$ cat src/rtl/axis_stall_detector.sv
// axis_stall_detector: watches NUM_CH AXI-Stream valid/ready taps and flags
// any channel whose TVALID stays high without TREADY for threshold cycles.
// Each channel runs IDLE -> STALL -> BLOCKED with a saturating stall counter.
// The first channel to block since reset/clear is captured for debug.
//
// The monitored taps follow AXI-Stream valid/ready rules: a beat transfers
// when tvalid and tready are both 1 on a rising edge. A cycle with tvalid=1
// and tready=0 is a stall cycle. Every other combination is a non-stall cycle.
module axis_stall_detector #(
  parameter int NUM_CH = 2,
  parameter int CNT_W  = 16
) (
  input  logic              ap_clk,
  input  logic              ap_rst_n,
  input  logic [NUM_CH-1:0] axis_tvalid,
  input  logic [NUM_CH-1:0] axis_tready,
  input  logic [CNT_W-1:0]  threshold,
  input  logic              sticky_en,
  input  logic              clear,
  output logic [NUM_CH-1:0] axis_block_sigs,
  output logic              any_block,
  output logic [3:0]        first_ch,
  output logic              first_vld
);

  typedef enum logic [1:0] {
    ST_IDLE    = 2'd0,
    ST_STALL   = 2'd1,
    ST_BLOCKED = 2'd2
  } state_e;

  state_e             state_q [NUM_CH];
  state_e             state_d [NUM_CH];
  logic [CNT_W-1:0]   cnt_q   [NUM_CH];
  logic [CNT_W-1:0]   cnt_d   [NUM_CH];

  logic [NUM_CH-1:0]  stall;
  logic [NUM_CH-1:0]  enter_blk;
  logic [NUM_CH-1:0]  block_d;
  logic [NUM_CH-1:0]  block_q;
  logic               any_d;
  logic               any_q;
  logic [3:0]         first_ch_d;
  logic [3:0]         first_ch_q;
  logic               first_vld_d;
  logic               first_vld_q;
  logic [CNT_W-1:0]   t_eff;

  assign stall = axis_tvalid & ~axis_tready;

  // A threshold of 0 behaves as 1 so a single stall cycle still blocks.
  always_comb begin
    t_eff = (threshold == '0) ? CNT_W'(1) : threshold;
  end

  // Per-channel next-state and saturating counter; clear overrides the bus.
  always_comb begin
    for (int i = 0; i < NUM_CH; i++) begin
      state_d[i] = state_q[i];
      cnt_d[i]   = cnt_q[i];
      if (clear) begin
        state_d[i] = ST_IDLE;
        cnt_d[i]   = '0;
      end else begin
        case (state_q[i])
          ST_IDLE: begin
            cnt_d[i] = '0;
            if (stall[i]) begin
              cnt_d[i]   = CNT_W'(1);
              state_d[i] = (t_eff == CNT_W'(1)) ? ST_BLOCKED : ST_STALL;
            end
          end
          ST_STALL: begin
            if (stall[i]) begin
              cnt_d[i] = (cnt_q[i] == '1) ? cnt_q[i] : cnt_q[i] + CNT_W'(1);
              // Widened compare so a saturated counter cannot wrap past T_eff.
              if (({1'b0, cnt_q[i]} + (CNT_W+1)'(1)) >= {1'b0, t_eff}) begin
                state_d[i] = ST_BLOCKED;
              end
            end else begin
              state_d[i] = ST_IDLE;
              cnt_d[i]   = '0;
            end
          end
          ST_BLOCKED: begin
            if (!sticky_en && !stall[i]) begin
              state_d[i] = ST_IDLE;
              cnt_d[i]   = '0;
            end else if (stall[i]) begin
              cnt_d[i] = (cnt_q[i] == '1) ? cnt_q[i] : cnt_q[i] + CNT_W'(1);
            end
          end
          default: begin
            state_d[i] = ST_IDLE;
            cnt_d[i]   = '0;
          end
        endcase
      end
    end
  end

  // Block flags are a decode of the next state so they register on the
  // same edge the FSM enters BLOCKED.
  always_comb begin
    block_d   = '0;
    enter_blk = '0;
    for (int i = 0; i < NUM_CH; i++) begin
      block_d[i]   = (state_d[i] == ST_BLOCKED);
      enter_blk[i] = block_d[i] && (state_q[i] != ST_BLOCKED);
    end
    any_d = |block_d;
  end

  // Capture the lowest-index channel entering BLOCKED while no capture is held.
  always_comb begin
    first_ch_d  = first_ch_q;
    first_vld_d = first_vld_q;
    if (clear) begin
      first_ch_d  = '0;
      first_vld_d = 1'b0;
    end else if (!first_vld_q) begin
      // Descending scan so the lowest entering index wins.
      for (int i = NUM_CH - 1; i >= 0; i--) begin
        if (enter_blk[i]) begin
          first_ch_d  = 4'(i);
          first_vld_d = 1'b1;
        end
      end
    end
  end

  // State, counters and registered outputs; reset wins over clear.
  always_ff @(posedge ap_clk) begin
    if (!ap_rst_n) begin
      for (int i = 0; i < NUM_CH; i++) begin
        state_q[i] <= ST_IDLE;
        cnt_q[i]   <= '0;
      end
      block_q     <= '0;
      any_q       <= 1'b0;
      first_ch_q  <= '0;
      first_vld_q <= 1'b0;
    end else begin
      for (int i = 0; i < NUM_CH; i++) begin
        state_q[i] <= state_d[i];
        cnt_q[i]   <= cnt_d[i];
      end
      block_q     <= block_d;
      any_q       <= any_d;
      first_ch_q  <= first_ch_d;
      first_vld_q <= first_vld_d;
    end
  end

  assign axis_block_sigs = block_q;
  assign any_block       = any_q;
  assign first_ch        = first_ch_q;
  assign first_vld       = first_vld_q;

endmodule

$ cat config.mk
export PLATFORM = sky130hd
export DESIGN_NAME = axis_stall_detector
export DESIGN_NICKNAME = d
export VERILOG_FILES = /design/src/rtl/axis_stall_detector.sv
export SDC_FILE = /design/constraint.sdc
export NUM_CORES = 1
export LEC_CHECK = 0
export ABC_AREA = 1
export BUFFER_PORTS_ARGS = -buffer_cell sky130_fd_sc_hd__buf_2
export CELL_PAD_IN_SITES_DETAIL_PLACEMENT = 2
export CELL_PAD_IN_SITES_GLOBAL_PLACEMENT = 2
export CORE_ASPECT_RATIO = 1.75
export CORE_UTILIZATION = 33
export CTS_CLUSTER_SIZE = 25
export DETAILED_ROUTE_END_ITERATION = 10
export GPL_TIMING_DRIVEN = 0
export MAX_ROUTING_LAYER = met4
export PLACE_DENSITY_LB_ADDON = 0.1
export SLEW_MARGIN = 20
export SYNTH_ARGS = -nofsm -noshare
export SYNTH_HDL_FRONTEND = slang
export SYNTH_SLANG_ARGS = --single-unit
$ cat constraint.sdc
create_clock -name ap_clk -period 3.6 [get_ports ap_clk]
set_input_delay 0.36 -clock ap_clk [delete_from_list [all_inputs] [get_ports ap_clk]]
set_output_delay 0.36 -clock ap_clk [all_outputs]
set_load 0.005 [all_outputs]
# Yosys cells after proc, flatten, opt, wreduce, memory -nomap -nowiden
# Memories as Yosys holds them, arrays and structs flattened.
# Index checks and enable logic that the tools add are counted.
# classes
reduce_logical,14
n_lt_le_gt_ge,2
muxes,39
bitwise,8
eq_ne,11
add_sub_neg,4
# op_table
op,n
two-way mux 16 bit,13
one-hot mux 16 bit (3 select lines),2
adder 16 x 1 -> 17 bit (second input constant),2
greater-or-equal comparator 17 x 16 -> 1 bit,2
adder 16 x 1 -> 16 bit (second input constant),2
== test 16 bit (second input constant),2
two-way mux 2 bit,13
== test 16 x 1 -> 1 bit (second input constant),1
logical NOT 16 bit,1
one-hot mux 2 bit (3 select lines),2
== test 2 bit (second input constant),4
two-way mux 4 bit,2
two-way mux 1 bit,7
== test 2 x 1 -> 1 bit (second input constant),2
logical AND 1 bit,4
logical NOT 2 bit,2
!= test 2 bit (second input constant),2
OR 1 bit,4
OR reduction 2 bit,2
logical NOT 1 bit,3
AND 2 bit,1
NOT 1 bit,2
NOT 2 bit,1
AND reduction 2 bit,1
nonzero test 2 bit,1
# word_totals
ram_bits,36
reg_bits,8
mem_count,2
input_bits,24
elab_cells,84
out_inout_bits,8
# mem_list
name,words,word_bits,read_ports,rd_ports_with_merged_regs,write_ports,line_no,rtl
cnt_q,2,16,2,0,2,34,logic [CNT_W-1:0] cnt_q [NUM_CH];
state_q,2,2,2,0,2,32,state_e state_q [NUM_CH];

# Logic depth before layout (Yosys ltp)
# logic_depth
depth_word,12
ltp_mapped,26
mapped_depth_nobuf,26

# Least setup slack after synthesis
# OpenSTA, ideal clock, no wires.
# synth_timing
path_type,register -> register
from,"memory cnt_q[1][0], in the netlist cnt_q[0][16]"
to,"register first_vld_q, in the netlist first_vld"
slack_ns,0.889
required_ns,3.487
path_buffers,0
period_less_slack_ns,2.711
path_stages_with_launch,23
arrival_ns,2.598
setup_ns,0.113
path_cell_list,dfxtp_1 ha_1 nand3_2 nor3_4 nand2_1 nor3_1 xor2_1 inv_1 ha_1 nand2_1 inv_1 o21ai_0 nand2_1 nand3_1 nand2_1 nand2_1 nand3_2 nand2_2 nand3_2 nand2_1 nand2_1 o21ai_1 inv_1
# synth_lines
item,line_no,rtl
"start, declared",34,
"end signal, assigned",151,first_vld_q <= first_vld_d;
"end, declared",46,logic first_vld_q;

==> impl_metrics.json <==
{
  "outcome": "completed",
  "groute.usage.overall_pct": 22.6,
  "slowest_delay_ns": 0.51,
  "setup_tns_ns": 0,
  "cp.depth": 21,
  "synth-edff-count": 0,
  "drc": 0,
  "required_ns": 3.79,
  "ctsHoldBuffers": 0,
  "ys_top_cells_by_count": "nand2_1 (91), inv_1 (88), nor2_1 (79)",
  "finalInstanceArea_um2": 3830,
  "hold_viol_final": 0,
  "syn_inst": 506,
  "synth_seq_area_share_pct": 24.6,
  "overflow": 0,
  "placed_cell_area_um2": 3640,
  "fillerInstances": 1244,
  "post_drt_via_cell_ratio": 4.98,
  "fin_nets": 602,
  "dpl.hpwl_um": 9290,
  "fin_crit_sh_pct": 89.4,
  "die-area_um2": 10500,
  "insertion_delay_ns": 0.29,
  "grt_pass1_vias": 3718,
  "leakage_uw": 0.00198,
  "grt_pass1_wl_um": 17600,
  "cts_sinks": 41,
  "clockRootBuffer": "clkbuf_16",
  "chipWidth_um": 78,
  "fin_crit_ns": 3.22,
  "worstSetupPathType": "flip-flop to flip-flop",
  "max_freq_ghz": 0.311,
  "cpMaxStageDelayCell": "dfxtp_1",
  "synth_top_area_cell": "dfxtp_1",
  "ioPinCount": 32,
  "first_pass_iters": 4,
  "syn_avg_cell_area_um2": 6.59,
  "grt_max_degree": 14,
  "synth_most_common_cell": "nand2_1",
  "cp-end-kind": "flip-flop",
  "worst_pin_slew_ns": 0.555,
  "drtIter0Drc": 45,
  "setup_viol_count_final": 0,
  "synth_seq_cells": 41,
  "async_reset_ff_share_pct": 0,
  "start_util_pct": 33.9,
  "regArea_um2": 822,
  "multi_input_area_um2": 2130,
  "syn-cell-area_um2": 3340,
  "yosysWarnings": 0,
  "synth_top_area_share_pct": 24.6,
  "die_h_um": 135,
  "slew-limit-headroom_pct": 62.9,
  "wl_um": 10700,
  "p_per_area_nw_per_um2": 282,
  "hold_path_depth": 2,
  "arrival_ns": 3.41,
  "fin_skew_ns": 0.00406,
  "maxSlewViolCount": 0,
  "io_buffer_count": 28,
  "r2r_cells": 21,
  "cts.clk_slew.worst_paths_ns": 0.06,
  "cts_htree_levels": 2,
  "diodes": 0,
  "antenna_found_initial": 0,
  "syn2layout_area_growth_pct": 15.0,
  "rows": 48,
  "start_kind": "flip-flop",
  "cts_tree": "done",
  "cpLargestDelayFamily": "simple AND/OR/NAND/NOR gates",
  "gp_congestion": 0.783,
  "ys_types": 37,
  "path_cells": "ha_1 -> nand3_2 -> nor3_4 -> nand3_2 -> nor3_1 -> xor2_1 -> ha_1 -> nand2_1 -> inv_1 -> o21ai_0 -> nand2_1 -> nand3_1 -> nand2_1 -> nand2_1 -> nand3_2 -> nand2_2 -> nand3_2 -> nand2_1 -> nand2_1 -> o21ai_1 -> inv_1",
  "ant_nets": 0,
  "synthTopCellsByArea": "dfxtp_1 (25%), ha_1 (13%), nand2_1 (10%), inv_1 (9.9%), nor2_1 (8.9%)",
  "synth_flop_cell": "dfxtp_1",
  "path_buf_inv": 2,
  "hold_path.class": "input port to flip-flop",
  "wl_per_cell_um": 16.0,
  "layout-drive-gt1-share_pct": 13.8,
  "crit_top_cell": "nand2_1",
  "vias": 3338,
  "maxCapViolations": 0,
  "rsz0062_at_grt": "no",
  "cts_buffers": 5,
  "peakVddDrop_uv": 228,
  "core-area_um2": 9850,
  "clock_path_buffers": 2,
  "crit_path_max_fanout": 5
}
-- routing by layer --
layer,routed length (um),track usage [%]
met4,177,7.20
met5,0,-
met1,3770,19.2
met2,6610,48.5
met3,196,2.77
-- per-stage QoR --
stage | utilization [%] | instances | hold WS [ns] | setup slack (ns) | power (uW)
final | 38.9 | 670 | 0.284 | 0.381 | 1080
after CTS | 38.7 | 669 | 0.288 | 0.0336 | 1100
after global placement | 37.0 | 661 | 0.434 | 0.139 | 544
after floorplan | - | 508 | 0.439 | 0.889 | 513
after global routing | 38.9 | 670 | 0.290 | 0.0266 | 1120
after detailed placement | 37.0 | 661 | 0.446 | 0.0532 | 549
-- worst reg2reg max path, stage by stage, from the launching register on --
cell	delay, ns
dfxtp_1	0.51
ha_1	0.27
nand3_2	0.13
nor3_4	0.20
nand3_2	0.17
nor3_1	0.21
xor2_1	0.28
ha_1	0.30
nand2_1	0.08
inv_1	0.07
o21ai_0	0.07
nand2_1	0.08
nand3_1	0.07
nand2_1	0.06
nand2_1	0.07
nand3_2	0.10
nand2_2	0.08
nand3_2	0.07
nand2_1	0.08
nand2_1	0.07
o21ai_1	0.12
inv_1	0.05
-- state kept, by name, indices dropped and copies added (netlist names) --
name	count
cnt_q	32
axis_block_sigs	2
any_block	1
state_q	4
first_ch	1
first_vld	1
-- cell usage in the layout (no fill, tap or decap), drive strengths merged, types with 2 or more instances in the layout --
cell / synthesis / routed
nand3: 23 / 23
xnor2: 5 / 5
xor2: 18 / 18
nor4: 2 / 2
nor3: 11 / 11
a211oi: 6 / 6
o22ai: 2 / 2
a21oi: 28 / 28
o21bai: 3 / 3
nor2: 88 / 88
o21ai: 31 / 31
dfxtp: 41 / 41
conb: 1 / 3
nand2: 94 / 94
ha: 34 / 34
clkbuf: 4 / 10
nand4: 10 / 10
and3: 2 / 2
buf: 5 / 34
inv: 93 / 93
-- worst paths after layout --
check                                   from     endpoint  slack (ns)
worst min register to register   first_ch[0]  first_ch[0]        0.45
worst min-delay path                   clear  cnt_q[0][0]        0.28
worst max register to register  cnt_q[0][16]    first_vld        0.38
worst max-delay path            cnt_q[0][16]    first_vld        0.38
-- report_power, final --
group          internal [uW]  switching, uW
Combinational           30.3           50.1
Sequential               455           2.42
Clock                    346            198
-- area by class of cell --
cell class | instances | area share (%)
inverters | 93 | 9.10
multi-input cells | 365 | 55.6
repair buffers | 29 | 3.85
clock inverters | 2 | 0.979
clock buffers | 6 | 3.62
well taps | 125 | 4.08
plain buffers | 9 | 1.31
flip-flops and latches | 41 | 21.4
-- kinds of logic (layout without fill, tap and decap cells) --
family	count (synthesis)	after routing	share of synthesized area, %
muxes	1	1	0.300
xor gates and xnor gates	23	23	6.26
buffers and inverters	102	139	12.0
other	1	3	0.112
DFF	41	41	24.6
adders and majority gates	34	34	12.8
AOI/OAI and AO/OA	72	72	11.7
and+or+nand+nor	232	232	32.3
-- timing repair --
action | CTS | global route
setup buffers | 0 | 1
endpoints found under the setup margin | 0 | 5
resized for setup | 0 | 3
endpoints found under the hold margin | 0 | 0
Note: power is estimated with default switching activity, not from simulation.
